--- src/rtl/mips_muldiv_pkg.sv ---
`default_nettype none
// ============================================================================
// Module   : mips_muldiv_pkg
// Purpose  : Shared definitions for the MIPS multiply/divide unit.
//            - Op encodings for the issue interface.
//            - FSM state encodings.
//            - Iteration-counter width helper.
// Revision : 1.0 - initial release
// ============================================================================
package mips_muldiv_pkg;

    localparam logic [2:0] MD_MULT  = 3'd0;
    localparam logic [2:0] MD_MULTU = 3'd1;
    localparam logic [2:0] MD_DIV   = 3'd2;
    localparam logic [2:0] MD_DIVU  = 3'd3;
    localparam logic [2:0] MD_MTHI  = 3'd4;
    localparam logic [2:0] MD_MTLO  = 3'd5;

    typedef enum logic [1:0] {
        IDLE  = 2'd0,
        CALC  = 2'd1,
        FIXUP = 2'd2
    } md_state_t;

    // The counter must be able to hold the value WIDTH itself.
    function automatic int md_cnt_width(input int width);
        return $clog2(width) + 1;
    endfunction

endpackage
`default_nettype wire

--- src/rtl/mips_muldiv_step.sv ---
`default_nettype none
// ============================================================================
// Module   : muldiv_step
// Purpose  : Combinational single radix-2 iteration for multiply and divide.
//            Multiply: shift-add; {acc_hi,acc_lo} is the partial product with
//                      the remaining multiplier bits in acc_lo.
//            Divide  : restoring shift-subtract; acc_hi is the partial
//                      remainder, acc_lo the dividend bits / quotient bits.
// Ports    : is_div          - 1 = divide iteration, 0 = multiply iteration
//            acc_hi, acc_lo  - current accumulator halves
//            operand         - multiplicand magnitude or divisor magnitude
//            nxt_hi, nxt_lo  - accumulator halves after this iteration
// Revision : 1.0 - initial release
// ============================================================================
module muldiv_step #(
    parameter int WIDTH = 32
) (
    input  logic             is_div,
    input  logic [WIDTH-1:0] acc_hi,
    input  logic [WIDTH-1:0] acc_lo,
    input  logic [WIDTH-1:0] operand,
    output logic [WIDTH-1:0] nxt_hi,
    output logic [WIDTH-1:0] nxt_lo
);

    logic [WIDTH:0] w_sum;
    logic [WIDTH:0] w_shifted;
    logic [WIDTH:0] w_diff;

    always_comb begin
        // Extra bit keeps the carry out of the partial-product add.
        w_sum     = {1'b0, acc_hi} + (acc_lo[0] ? {1'b0, operand} : '0);
        w_shifted = {acc_hi, acc_lo[WIDTH-1]};
        w_diff    = w_shifted - {1'b0, operand};
        nxt_hi    = '0;
        nxt_lo    = '0;
        if (is_div) begin
            // Top bit of the difference set means a borrow: restore.
            if (!w_diff[WIDTH]) begin
                nxt_hi = w_diff[WIDTH-1:0];
                nxt_lo = {acc_lo[WIDTH-2:0], 1'b1};
            end else begin
                nxt_hi = w_shifted[WIDTH-1:0];
                nxt_lo = {acc_lo[WIDTH-2:0], 1'b0};
            end
        end else begin
            nxt_hi = w_sum[WIDTH:1];
            nxt_lo = {w_sum[0], acc_lo[WIDTH-1:1]};
        end
    end

endmodule
`default_nettype wire

--- src/rtl/mips_muldiv.sv ---
`default_nettype none
// ============================================================================
// Module   : mips_muldiv
// Purpose  : Iterative multiply/divide unit with HI/LO registers.
//            MULT/MULTU/DIV/DIVU take WIDTH iterations plus one fix-up cycle;
//            MTHI/MTLO write HI/LO directly from IDLE.
// Ports    : clk, reset      - clock, synchronous active-high reset
//            start, op, a, b - issue request, opcode and operands
//            flush           - abort the in-flight operation
//            busy            - operation in progress
//            done            - one-cycle pulse after hi/lo commit
//            hi, lo          - HI and LO registers
// Revision : 1.0 - initial release
// ============================================================================
module mips_muldiv
    import mips_muldiv_pkg::*;
#(
    parameter int WIDTH     = 32,
    parameter bit SIGNED_EN = 1'b1
) (
    input  logic             clk,
    input  logic             reset,
    input  logic             start,
    input  logic [2:0]       op,
    input  logic [WIDTH-1:0] a,
    input  logic [WIDTH-1:0] b,
    input  logic             flush,
    output logic             busy,
    output logic             done,
    output logic [WIDTH-1:0] hi,
    output logic [WIDTH-1:0] lo
);

    localparam int CNT_W = md_cnt_width(WIDTH);

    md_state_t          r_state;
    md_state_t          w_state_nxt;
    logic [CNT_W-1:0]   r_cnt;
    logic [WIDTH-1:0]   r_acc_hi;
    logic [WIDTH-1:0]   r_acc_lo;
    logic [WIDTH-1:0]   r_operand;
    logic               r_is_div;
    logic               r_neg_lo;   // negate product / quotient
    logic               r_neg_hi;   // negate remainder (dividend sign)
    logic               r_div0;
    logic [WIDTH-1:0]   r_hi;
    logic [WIDTH-1:0]   r_lo;
    logic               r_done;

    logic               w_arith_op;
    logic               w_signed_op;
    logic               w_sa;
    logic               w_sb;
    logic [WIDTH-1:0]   w_abs_a;
    logic [WIDTH-1:0]   w_abs_b;
    logic [WIDTH-1:0]   w_step_hi;
    logic [WIDTH-1:0]   w_step_lo;
    logic [2*WIDTH-1:0] w_prod_fix;
    logic [WIDTH-1:0]   w_quot_fix;
    logic [WIDTH-1:0]   w_rem_fix;

    // ---------------------------------------------------------------- issue
    always_comb begin
        w_arith_op  = (op <= MD_DIVU);
        w_signed_op = SIGNED_EN && ((op == MD_MULT) || (op == MD_DIV));
        w_sa        = w_signed_op & a[WIDTH-1];
        w_sb        = w_signed_op & b[WIDTH-1];
        w_abs_a     = w_sa ? (~a + 1'b1) : a;
        w_abs_b     = w_sb ? (~b + 1'b1) : b;
    end

    // ------------------------------------------------------------- datapath
    muldiv_step #(
        .WIDTH (WIDTH)
    ) u_step (
        .is_div  (r_is_div),
        .acc_hi  (r_acc_hi),
        .acc_lo  (r_acc_lo),
        .operand (r_operand),
        .nxt_hi  (w_step_hi),
        .nxt_lo  (w_step_lo)
    );

    // Sign correction. A zero divisor leaves the remainder equal to |a|, so
    // re-applying the dividend sign returns a unchanged on hi; the quotient
    // is forced to all ones regardless of operand signs.
    always_comb begin
        w_prod_fix = r_neg_lo ? (~{r_acc_hi, r_acc_lo} + 1'b1) : {r_acc_hi, r_acc_lo};
        w_quot_fix = r_div0 ? '1 : (r_neg_lo ? (~r_acc_lo + 1'b1) : r_acc_lo);
        w_rem_fix  = r_neg_hi ? (~r_acc_hi + 1'b1) : r_acc_hi;
    end

    // ------------------------------------------------------------------ FSM
    always_comb begin
        w_state_nxt = r_state;
        case (r_state)
            IDLE:    if (start && !flush && w_arith_op) w_state_nxt = CALC;
            CALC:    if (flush)                          w_state_nxt = IDLE;
                     else if (r_cnt == CNT_W'(1))        w_state_nxt = FIXUP;
            FIXUP:   w_state_nxt = IDLE;
            default: w_state_nxt = IDLE;
        endcase
    end

    always_ff @(posedge clk) begin
        if (reset) begin
            r_state   <= IDLE;
            r_cnt     <= '0;
            r_acc_hi  <= '0;
            r_acc_lo  <= '0;
            r_operand <= '0;
            r_is_div  <= 1'b0;
            r_neg_lo  <= 1'b0;
            r_neg_hi  <= 1'b0;
            r_div0    <= 1'b0;
            r_hi      <= '0;
            r_lo      <= '0;
            r_done    <= 1'b0;
        end else begin
            r_state <= w_state_nxt;
            r_done  <= 1'b0;
            case (r_state)
                IDLE: begin
                    if (start && !flush) begin
                        if (op == MD_MTHI) begin
                            r_hi <= a;
                        end else if (op == MD_MTLO) begin
                            r_lo <= a;
                        end else if (w_arith_op) begin
                            r_is_div <= op[1];
                            r_neg_lo <= w_sa ^ w_sb;
                            r_neg_hi <= w_sa;
                            r_div0   <= (b == '0);
                            r_cnt    <= CNT_W'(WIDTH);
                            r_acc_hi <= '0;
                            // Multiply keeps the multiplier in acc_lo;
                            // divide keeps the dividend there.
                            r_acc_lo  <= op[1] ? w_abs_a : w_abs_b;
                            r_operand <= op[1] ? w_abs_b : w_abs_a;
                        end
                    end
                end
                CALC: begin
                    if (!flush) begin
                        r_acc_hi <= w_step_hi;
                        r_acc_lo <= w_step_lo;
                        r_cnt    <= r_cnt - 1'b1;
                    end
                end
                FIXUP: begin
                    if (!flush) begin
                        if (r_is_div) begin
                            r_hi <= w_rem_fix;
                            r_lo <= w_quot_fix;
                        end else begin
                            r_hi <= w_prod_fix[2*WIDTH-1:WIDTH];
                            r_lo <= w_prod_fix[WIDTH-1:0];
                        end
                        r_done <= 1'b1;
                    end
                end
                default: ;
            endcase
        end
    end

    assign busy = (r_state != IDLE);
    assign done = r_done;
    assign hi   = r_hi;
    assign lo   = r_lo;

endmodule
`default_nettype wire

--- config.mk ---
export PLATFORM = sky130hd
export DESIGN_NAME = mips_muldiv
export DESIGN_NICKNAME = d
export VERILOG_FILES = /design/src/rtl/mips_muldiv_pkg.sv /design/src/rtl/mips_muldiv_step.sv /design/src/rtl/mips_muldiv.sv
export SDC_FILE = /design/constraint.sdc
export NUM_CORES = 1
export LEC_CHECK = 0
export BUFFER_PORTS_ARGS = -buffer_cell sky130_fd_sc_hd__buf_2
export CAP_MARGIN = 0
export CORE_MARGIN = 2
export CORE_UTILIZATION = 55
export CTS_CLUSTER_DIAMETER = 60
export DETAILED_ROUTE_END_ITERATION = 12
export GPL_TIMING_DRIVEN = 0
export PLACE_DENSITY_LB_ADDON = 0.12
export SLEW_MARGIN = 15
export SYNTH_ARGS = -nofsm -noshare
export SYNTH_HDL_FRONTEND = slang
export SYNTH_SLANG_ARGS = --single-unit
--- constraint.sdc ---
create_clock -name clk -period 3.5 [get_ports clk]
set_input_delay 0.7 -clock clk [delete_from_list [all_inputs] [get_ports clk]]
set_output_delay 0.7 -clock clk [all_outputs]
set_load 0.03 [all_outputs]
After elaboration in Yosys (flattened, before gate mapping)
Index checks and enable logic that the tools add are counted.
{"block": "word_totals", "regBits": 173, "wordCells": 111}
{"block": "op_classes", "n_addsub": 8, "n_lt_le_gt_ge": 1, "n_eq_ne": 16, "mux": 47, "bitwise_logic": 11, "reduce_logical": 16}
{"cell": "32-bit 2-to-1 mux", "count": 30}
{"cell": "32-bit case mux with 2 select lines", "count": 4}
{"cell": "32-bit by 1-bit adder with 32-bit output (second input constant)", "count": 4}
{"cell": "32-bit inverter", "count": 4}
{"cell": "64-bit by 1-bit adder with 64-bit output (second input constant)", "count": 1}
{"cell": "64-bit 2-to-1 mux", "count": 1}
{"cell": "64-bit inverter", "count": 1}
{"cell": "32-bit by 33-bit adder with 33-bit output", "count": 1}
{"cell": "33-bit by 32-bit subtractor with 33-bit output", "count": 1}
{"cell": "32-bit logical NOT", "count": 1}
{"cell": "6-bit 2-to-1 mux", "count": 5}
{"cell": "2-bit != test (second input constant)", "count": 9}
{"cell": "6-bit case mux with 2 select lines", "count": 1}
{"cell": "5-bit AND reduction", "count": 2}
{"cell": "3-bit == test (second input constant)", "count": 2}
{"cell": "6-bit by 1-bit == test with 1-bit output (second input constant)", "count": 1}
{"cell": "2-bit 2-to-1 mux", "count": 3}
{"cell": "6-bit AND reduction", "count": 1}
{"cell": "2-bit nonzero test", "count": 3}
{"cell": "6-bit by 1-bit subtractor with 6-bit output (second input constant)", "count": 1}
{"cell": "2-bit case mux with 2 select lines", "count": 1}
{"cell": "4-bit AND reduction", "count": 1}
{"cell": "3-bit by 2-bit == test with 1-bit output (second input constant)", "count": 1}
{"cell": "3-bit by 2-bit less-or-equal comparator with 1-bit output (second input constant)", "count": 1}
{"cell": "14 further kinds", "count": 19}

Longest topological paths before layout
Gate-level depths: netlist (run 1).
{"block": "logic_depth", "ltp_word": 10, "mapped_depth": 15, "depth_no_buf": 13}

Cells and area by module
From an unflattened synthesis (run 1), not the netlist that was laid out.
{"block": "unflattened", "hier_cells": 2154, "area_unflattened_um2": 15711.3}
{"module": "mips_muldiv", "instances": 1, "cells_per_inst": 1460, "area_each_um2": 10944.2, "seq_area_each_um2": 3463.3}
{"module": "muldiv_step", "instances": 1, "cells_per_inst": 694, "area_each_um2": 4767.1, "seq_area_each_um2": 0.0}

Worst setup path after synthesis (run 1)
OpenSTA, ideal clock, no wires.
{"block": "synth_timing", "kind": "reg-to-reg", "from": "register r_acc_lo[31]", "to": "register r_acc_hi[10]", "setup_ns": 0.128, "arrival_ns": 3.085, "t_required_ns": 3.372, "setup_slack_ns": 0.286, "path_stages_with_launch": 16, "period_less_slack_ns": 3.214, "cell_sequence": "dfxtp_1 clkbuf_1 inv_1 ha_1 fa_1 nor2b_1 o31ai_1 a2111o_1 nand3_1 a211oi_2 a21bo_2 buf_2 nor2_4 buf_2 mux2i_1 o21ai_0"}
{"block": "synth_via", "elab_chain_len": 5}
{"item": "from (decl)", "line_no": "mips_muldiv.sv:40", "text": "logic [WIDTH-1:0] r_acc_lo;"}
{"item": "from (signal assigned)", "line_no": "mips_muldiv.sv:138", "text": "r_acc_lo <= op[1] ? w_abs_a : w_abs_b;"}
{"item": "from (signal assigned)", "line_no": "mips_muldiv.sv:146", "text": "r_acc_lo <= w_step_lo;"}
{"item": "33-bit by 32-bit subtractor with 33-bit output", "line_no": "mips_muldiv_step.sv:34", "text": "w_diff = w_shifted - {1'b0, operand};"}
{"item": "32-bit 2-to-1 mux", "line_no": "mips_muldiv_step.sv:39", "text": "if (!w_diff[WIDTH]) begin"}
{"item": "32-bit 2-to-1 mux", "line_no": "mips_muldiv_step.sv:37", "text": "if (is_div) begin"}
{"item": "32-bit 2-to-1 mux", "line_no": "mips_muldiv.sv:144", "text": "if (!flush) begin"}
{"item": "32-bit case mux with 2 select lines", "line_no": "mips_muldiv.sv:122", "text": "case (r_state)"}
{"item": "to (signal assigned)", "line_no": "mips_muldiv.sv:145", "text": "r_acc_hi <= w_step_hi;"}
{"item": "to (decl)", "line_no": "mips_muldiv.sv:39", "text": "logic [WIDTH-1:0] r_acc_hi;"}
No other way between the ends. The select of a mux whose other input is x is not followed.
A chain may end at the register's enable or synchronous reset.

Final worst setup path (run 1)
{"block": "layout_timing", "from": "input a[2]", "to": "register r_operand[30]"}
{"block": "layout_via", "elab_chain_len": 4}
{"item": "from (decl)", "line_no": "mips_muldiv.sv:25", "text": "input logic [WIDTH-1:0] a,"}
{"item": "32-bit inverter", "line_no": "mips_muldiv.sv:68", "text": "w_abs_a = w_sa ? (~a + 1'b1) : a;"}
{"item": "32-bit by 1-bit adder with 32-bit output", "line_no": "mips_muldiv.sv:68"}
{"item": "32-bit 2-to-1 mux", "line_no": "mips_muldiv.sv:68"}
{"item": "32-bit 2-to-1 mux", "line_no": "mips_muldiv.sv:139", "text": "r_operand <= op[1] ? w_abs_b : w_abs_a;"}
{"item": "to (signal assigned)", "line_no": "mips_muldiv.sv:139"}
{"item": "to (decl)", "line_no": "mips_muldiv.sv:41", "text": "logic [WIDTH-1:0] r_operand;"}
No other way between the ends.

==> results of run 1 <==
layer usage:
metal | part of all wire (%) | up-vias | wire length, um | track usage [%]
met1 | 40 | 8026 | 25500 | 58.9
met2 | 42 | 1285 | 26600 | 65.8
li1 | - | 7828 | - | -
met3 | 13 | 233 | 8140 | 9.66
met4 | 5.2 | 0 | 3290 | 19.7
met5 | 0 | - | 0 | 0
cell families after synthesis:
family | after synthesis | synth area share, %
AND/OR/NAND/NOR | 712 | 21.7
AO/OA/AOI/OAI | 682 | 29.2
buffers and inverters | 202 | 5.21
XOR/XNOR | 178 | 10.5
flip-flops | 173 | 23.2
adder cells (fa/ha/maj) | 72 | 6.15
multiplexers | 60 | 4.04
timing repair:
| action | in CTS | in global routing |
|---|---|---|
| hold endpoints to repair | 0 | 0 |
| pin swaps | 1 | 5 |
| endpoints found under the setup margin | 48 | 40 |
| gates resized for setup | 33 | 45 |
| setup buffers | 2 | 2 |
| gates cloned | 0 | 1 |
state kept, by name (all words and copies together), names as in the netlist:
| signal | flops |
|---|---|
| hi | 32 |
| lo | 32 |
| r_acc_hi | 32 |
| r_acc_lo | 32 |
| r_operand | 32 |
| r_cnt | 6 |
| r_state | 2 |
| done | 1 |
| r_div0 | 1 |
| r_is_div | 1 |
| r_neg_hi | 1 |
| r_neg_lo | 1 |
cell usage in the layout (no fill, tap or decap), types with 16 or more instances in the layout:
master / count
a211oi_1: 32
a21o_1: 27
a21oi_1: 196
a22oi_1: 29
buf_2: 135
clkbuf_1: 111
clkbuf_16: 18
dfxtp_1: 163
ha_1: 68
inv_1: 60
mux2i_1: 59
nand2_1: 254
nand2b_1: 21
nand3_1: 36
nor2_1: 218
nor3_1: 60
nor4_1: 18
o211ai_1: 34
o21a_1: 17
o21ai_0: 173
o221ai_1: 33
o22ai_1: 20
o31ai_1: 16
or3_1: 19
xnor2_1: 106
xor2_1: 72
layout make-up:
| class | instances | share of cell area [%] |
|---|---|---|
| Timing Repair Buffer | 136 | 4.28 |
| Clock inverter | 15 | 1.03 |
| Inverter | 65 | 1.50 |
| Tap cell | 341 | 2.53 |
| Buffer | 134 | 3.31 |
| Multi-Input combinational cell | 1704 | 64.2 |
| Sequential cell | 173 | 20.6 |
| Clock buffer | 17 | 2.52 |
worst max-delay path, delay by kind of cell:
family                 cells  cell delay [ps]
buffers and inverters      1              260
AO/OA/AOI/OAI              3              800
AND/OR/NAND/NOR            4             1570
XOR/XNOR                   1              380
worst max-delay path by stage:
stage	startpoint	slack (ps)	to
6_report	a[2]	80	r_operand[30]
5_1_grt	r_acc_lo[0]	-0.5	r_acc_hi[27]
4_1_cts	r_acc_hi[0]	7	r_acc_hi[12]
3_5_place_dp	r_acc_lo[0]	-820	r_acc_hi[30]
3_3_place_gp	r_acc_lo[0]	-820	r_acc_hi[30]
2_1_floorplan	r_acc_lo[31]	290	r_acc_hi[10]
through the flow:
step	cells	TNS (ps)	cell area, sq um
2_1_floorplan	2079	0	14900
4_1_cts	2584	0	16700
3_5_place_dp	2551	-20470	16000
5_1_grt	2585	-0.548	16900
6_report	2585	0	16900
3_3_place_gp	2551	-21490	16000
power by group through the flow:
stage / Sequential (mW) / Clock (mW) / Combinational, mW
floorplan: 2.12 / 0 / 0.892
global route: 2.09 / 2.05 / 1.59
CTS: 2.08 / 1.97 / 1.38
global placement: 2.12 / 0 / 1.33
detailed placement: 2.13 / 0 / 1.34
finish: 2.09 / 1.99 / 1.51
==> impl_metrics.json, run 1 <==
{
  "hp-class": "reg -> reg",
  "min_path_cells": 2,
  "p_switching_mw": 2.07,
  "power_mw": 5.59,
  "yosysTopAreaCellShare_pct": 23.2,
  "seqPwrFrac_pct": 37.4,
  "drive_gt1_share_pct": 11.1,
  "timing.fmax_mhz": 292,
  "synth_area_leaders": "dfxtp_1 (23%), a21oi_1 (6.7%), nand2_1 (6.4%)",
  "grt_max_degree": 20,
  "core_sq_um": 26800,
  "fp.dieH_um": 169,
  "yosysWarnings": 0,
  "fillers": 2524,
  "drc": 0,
  "h-tree-depth": 4,
  "clockBufferDepth": 2,
  "vias": 17372,
  "async_reset_ff_share_pct": 0,
  "dp_slack_ps": -816,
  "finalWirelength_um": 63600,
  "clk_latency_ps": 460,
  "grt_pass1_wl_um": 94100,
  "die_w_um": 169,
  "cpPeakStageDelay_ps": 610,
  "fin_util_pct": 63.0,
  "hold_slack_ps": 450,
  "crit_chain": "clkbuf_1, nor4_2, nand3_1, nor3_1, a31oi_1, xnor2_1, nor2_1, o21ai_0, a21oi_1",
  "synthesis.instances": 2079,
  "synth-edff-count": 0,
  "critPathArrivalTime_ps": 3710,
  "root_buffer": "clkbuf_16",
  "die_area_sq_um": 28400,
  "port_buffers": 131,
  "antenna_found_initial": 0,
  "drv_slew": 0,
  "first_global_vias": 15764,
  "start_util_pct": 55.6,
  "ys_ff_latch": 173,
  "n_antenna_cell": 0,
  "layout_min_cycle_time_ps": 3420,
  "outcome": "completed",
  "intPower_mw": 3.52,
  "end_kind": "flip-flop",
  "criticalPathCategory": "in -> reg",
  "yosysMostFrequentCell": "nand2_1",
  "worst_setup_path_start_kind": "input pin",
  "hold_viol": 0,
  "reg2reg_slack_ps": 100,
  "ios": 137,
  "worst_pin_slew_ps": 1350,
  "yosysUniqueCellTypes": 77,
  "switching_share_pct": 37.0,
  "yosysSeqAreaShare_pct": 23.2,
  "hold_buffers": 0,
  "reg2reg_depth": 13,
  "overflow": 0,
  "syn_to_final_growth_pct": 13.4,
  "cp_data_required_time_ps": 3790,
  "fp-row-count": 60,
  "drv_cap": 0,
  "place.gp.congestion": 1.02,
  "synth_area_leader_cell": "dfxtp_1",
  "min_period_over_period_pct": 97.8,
  "critPathMaxFanout": 7,
  "hpwl_um": 49700,
  "synth_flop_cell": "dfxtp_1",
  "first_pass_iters": 8,
  "min_from": "lo[28]",
  "via_per_inst": 6.72,
  "relSlewSlack_pct": 9.57,
  "pwr-share-comb_pct": 26.9,
  "powerDensity_nw_per_um2": 331,
  "synth_common_cells": "nand2_1 (255), nor2_1 (218), a21oi_1 (198), o21ai_0 (175), dfxtp_1 (173)",
  "seq_area_sq_um": 3480,
  "nets": 2374,
  "first_iter_violations": 2538,
  "layout_setup_ws_ps": 77.2,
  "clkPwrFrac_pct": 35.7,
  "min_to": "lo[28]",
  "multi_input_area_sq_um": 10900,
  "ir_worst_vdd_mv": 0.298,
  "leakage_nw": 6.74,
  "synth_area_sq_um": 14900,
  "track_usage_pct": 43.4,
  "cts_buffers": 17,
  "clkTransAtPathRegs_ps": 80,
  "syn_avg_cell_area_sq_um": 7.17,
  "finalSetupViolCount": 0,
  "post_drt_wl_per_cell_um": 24.6,
  "r2r_start": "r_acc_hi[0]",
  "critPathSlowestCell": "nor4_2",
  "cts_tree": "done",
  "synth_nets": 2222,
  "ant_nets": 0,
  "cts_sinks": 173,
  "finalClockSkew_ps": 24.0,
  "r2r-end": "r_acc_hi[7]"
}
(Power assumes the default switching activity.)
==> inputs of run 2 (changes only) <==
CELL_PAD_IN_SITES_DETAIL_PLACEMENT = 1   (was default)
CELL_PAD_IN_SITES_GLOBAL_PLACEMENT = 1   (was default)
CORE_UTILIZATION = 45   (was 55)
REMOVE_ABC_BUFFERS = 1   (was default)
==> run 2 against run 1 <==
Compared with the run above:
- the flow now finishes with violations (setup timing)
- first-iteration DRC count fell by 44%
- clock skew fell by 3.7 ps
- clock power barely moved
- routed wire length fell by 1.2%
- power fell by 1.4%
- setup slack got worse by 110 ps
- final area fell by 0.37%
- register-to-register slack got worse by 130 ps
- sequential share of layout area rose by 0.099 points
- via count fell by 4.6%
- fmax fell by 3.0%
==> impl_metrics.json, run 2 (same netlist as run 1, synthesis figures left out) <==
{
  "cts_buffers": 17,
  "final_cells": 2580,
  "intPower_mw": 3.56,
  "pwr-share-comb_pct": 26.0,
  "syn_to_final_growth_pct": 13.0,
  "timing.fmax_mhz": 283,
  "drc": 0,
  "track_usage_pct": 36.1,
  "fp.dieH_um": 186,
  "ant_nets": 0,
  "tns_ps": -29.8,
  "powerDensity_nw_per_um2": 328,
  "critPathArrivalTime_ps": 3870,
  "cts_tree": "done",
  "fillers": 4245,
  "overflow": 0,
  "fin_util_pct": 51.7,
  "leakage_nw": 6.69,
  "fp-row-count": 66,
  "power_mw": 5.51,
  "end_kind": "flip-flop",
  "clkTransAtPathRegs_ps": 70,
  "finalWirelength_um": 62800,
  "drive_gt1_share_pct": 12.8,
  "grt_max_degree": 81,
  "switching_share_pct": 35.5,
  "hpwl_um": 46900,
  "die_w_um": 186,
  "cp_data_required_time_ps": 3840,
  "ir_worst_vdd_mv": 0.346,
  "port_buffers": 136,
  "place_inst": 2534,
  "hold_viol": 0,
  "drv_cap": 0,
  "outcome": "finished with violations",
  "nets": 2267,
  "first_pass_iters": 5,
  "crit_chain": "or4_1, or3_1, nor4_1, nand3_1, a2111oi_0, a211oi_1, xor2_1, nor2_1, o21ai_1",
  "mostFrequentLayoutCells": "nand2_1 (254), nor2_1 (213), a21oi_1 (197)",
  "worst_pin_slew_ps": 1130,
  "first_iter_violations": 1412,
  "via_per_inst": 6.42,
  "hold_buffers": 0,
  "grt_pass1_wl_um": 95700,
  "layout_setup_ws_ps": -29.8,
  "min_period_over_period_pct": 101,
  "ios": 137,
  "layout_min_cycle_time_ps": 3530,
  "hp-class": "reg -> reg",
  "critPathSlowestCell": "or4_1",
  "criticalPathCategory": "reg -> reg",
  "hold_slack_ps": 448,
  "violations": "setup timing",
  "worst_setup_path_start_kind": "flip-flop",
  "first_global_vias": 16473,
  "cpPeakStageDelay_ps": 630,
  "die_area_sq_um": 34600,
  "clockBufferDepth": 2,
  "final_common_cell": "nand2_1",
  "drv_slew": 0,
  "start_util_pct": 45.8,
  "placed_cell_area_sq_um": 15900,
  "core_sq_um": 32500,
  "h-tree-depth": 4,
  "dp_slack_ps": -1090,
  "critPathMaxFanout": 8,
  "finalClockSkew_ps": 20.3,
  "vias": 16575,
  "antenna_found_initial": 0,
  "cts_sinks": 173,
  "place.gp.congestion": 0.931,
  "finalInstanceArea_sq_um": 16800,
  "clkPwrFrac_pct": 35.8,
  "p_switching_mw": 1.95,
  "relSlewSlack_pct": 24.9,
  "post_drt_wl_per_cell_um": 24.3,
  "seqPwrFrac_pct": 38.3,
  "clk_latency_ps": 450,
  "finalSetupViolCount": 1,
  "root_buffer": "clkbuf_16"
}
-- run 2: final timing paths --
| kind | startpoint | to | slack, ps | depth (start not counted) |
|---|---|---|---|---|
| worst max-delay path | r_acc_lo[16] | hi[26] | -30 | 9 |
| worst min-delay path | lo[27] | lo[27] | 450 | 2 |
| worst max register to register | r_acc_lo[16] | hi[26] | -30 | 9 |
| worst min register to register | lo[27] | lo[27] | 450 | 2 |
-- run 2: area by class of cell --
| cell class | instances | area [sq um] | area share [%] |
|---|---|---|---|
| Timing Repair Buffer | 161 | 1070 | 6.37 |
| Sequential cell | 173 | 3480 | 20.7 |
| Multi-Input combinational cell | 1705 | 10900 | 64.7 |
| Tap cell | 442 | 553 | 3.29 |
| Clock inverter | 14 | 133 | 0.788 |
| Timing Repair inverter | 1 | 7.51 | 0.0446 |
| Inverter | 65 | 249 | 1.48 |
| Clock buffer | 18 | 439 | 2.61 |
| Antenna cell | 1 | 2.50 | 0.0149 |
-- run 2: critical path: cells and delay by family, from the launching register on --
kind,cells,cell delay [ps]
xor gates and xnor gates,1,200
DFF,1,390
and+or+nand+nor,5,2120
AOI/OAI and AO/OA,3,710
-- run 2: routing by layer --
layer / share of wire, % / GRT usage, % / up-vias
li1: - / - / 7585
met5: 0 / 0 / -
met3: 6.3 / 5.03 / 130
met2: 46 / 59.0 / 669
met4: 3.9 / 14.9 / 0
met1: 44 / 47.5 / 8191
-- run 2: power groups by stage --
stage          registers [mW]  logic (mW)  clock network [mW]
2_1_floorplan            2.15       0.809                   0
3_3_place_gp             2.16        1.25                   0
3_5_place_dp             2.15        1.31                   0
4_1_cts                  2.11        1.38                1.99
5_1_grt                  2.11        1.53                2.06
6_report                 2.11        1.43                1.97
-- run 2: repair_timing --
item / CTS / global route
gates cloned: 2 / 0
gates resized for setup: 22 / 25
pin swaps: 3 / 4
endpoints found under the setup margin: 66 / 46
setup buffers: 9 / 2
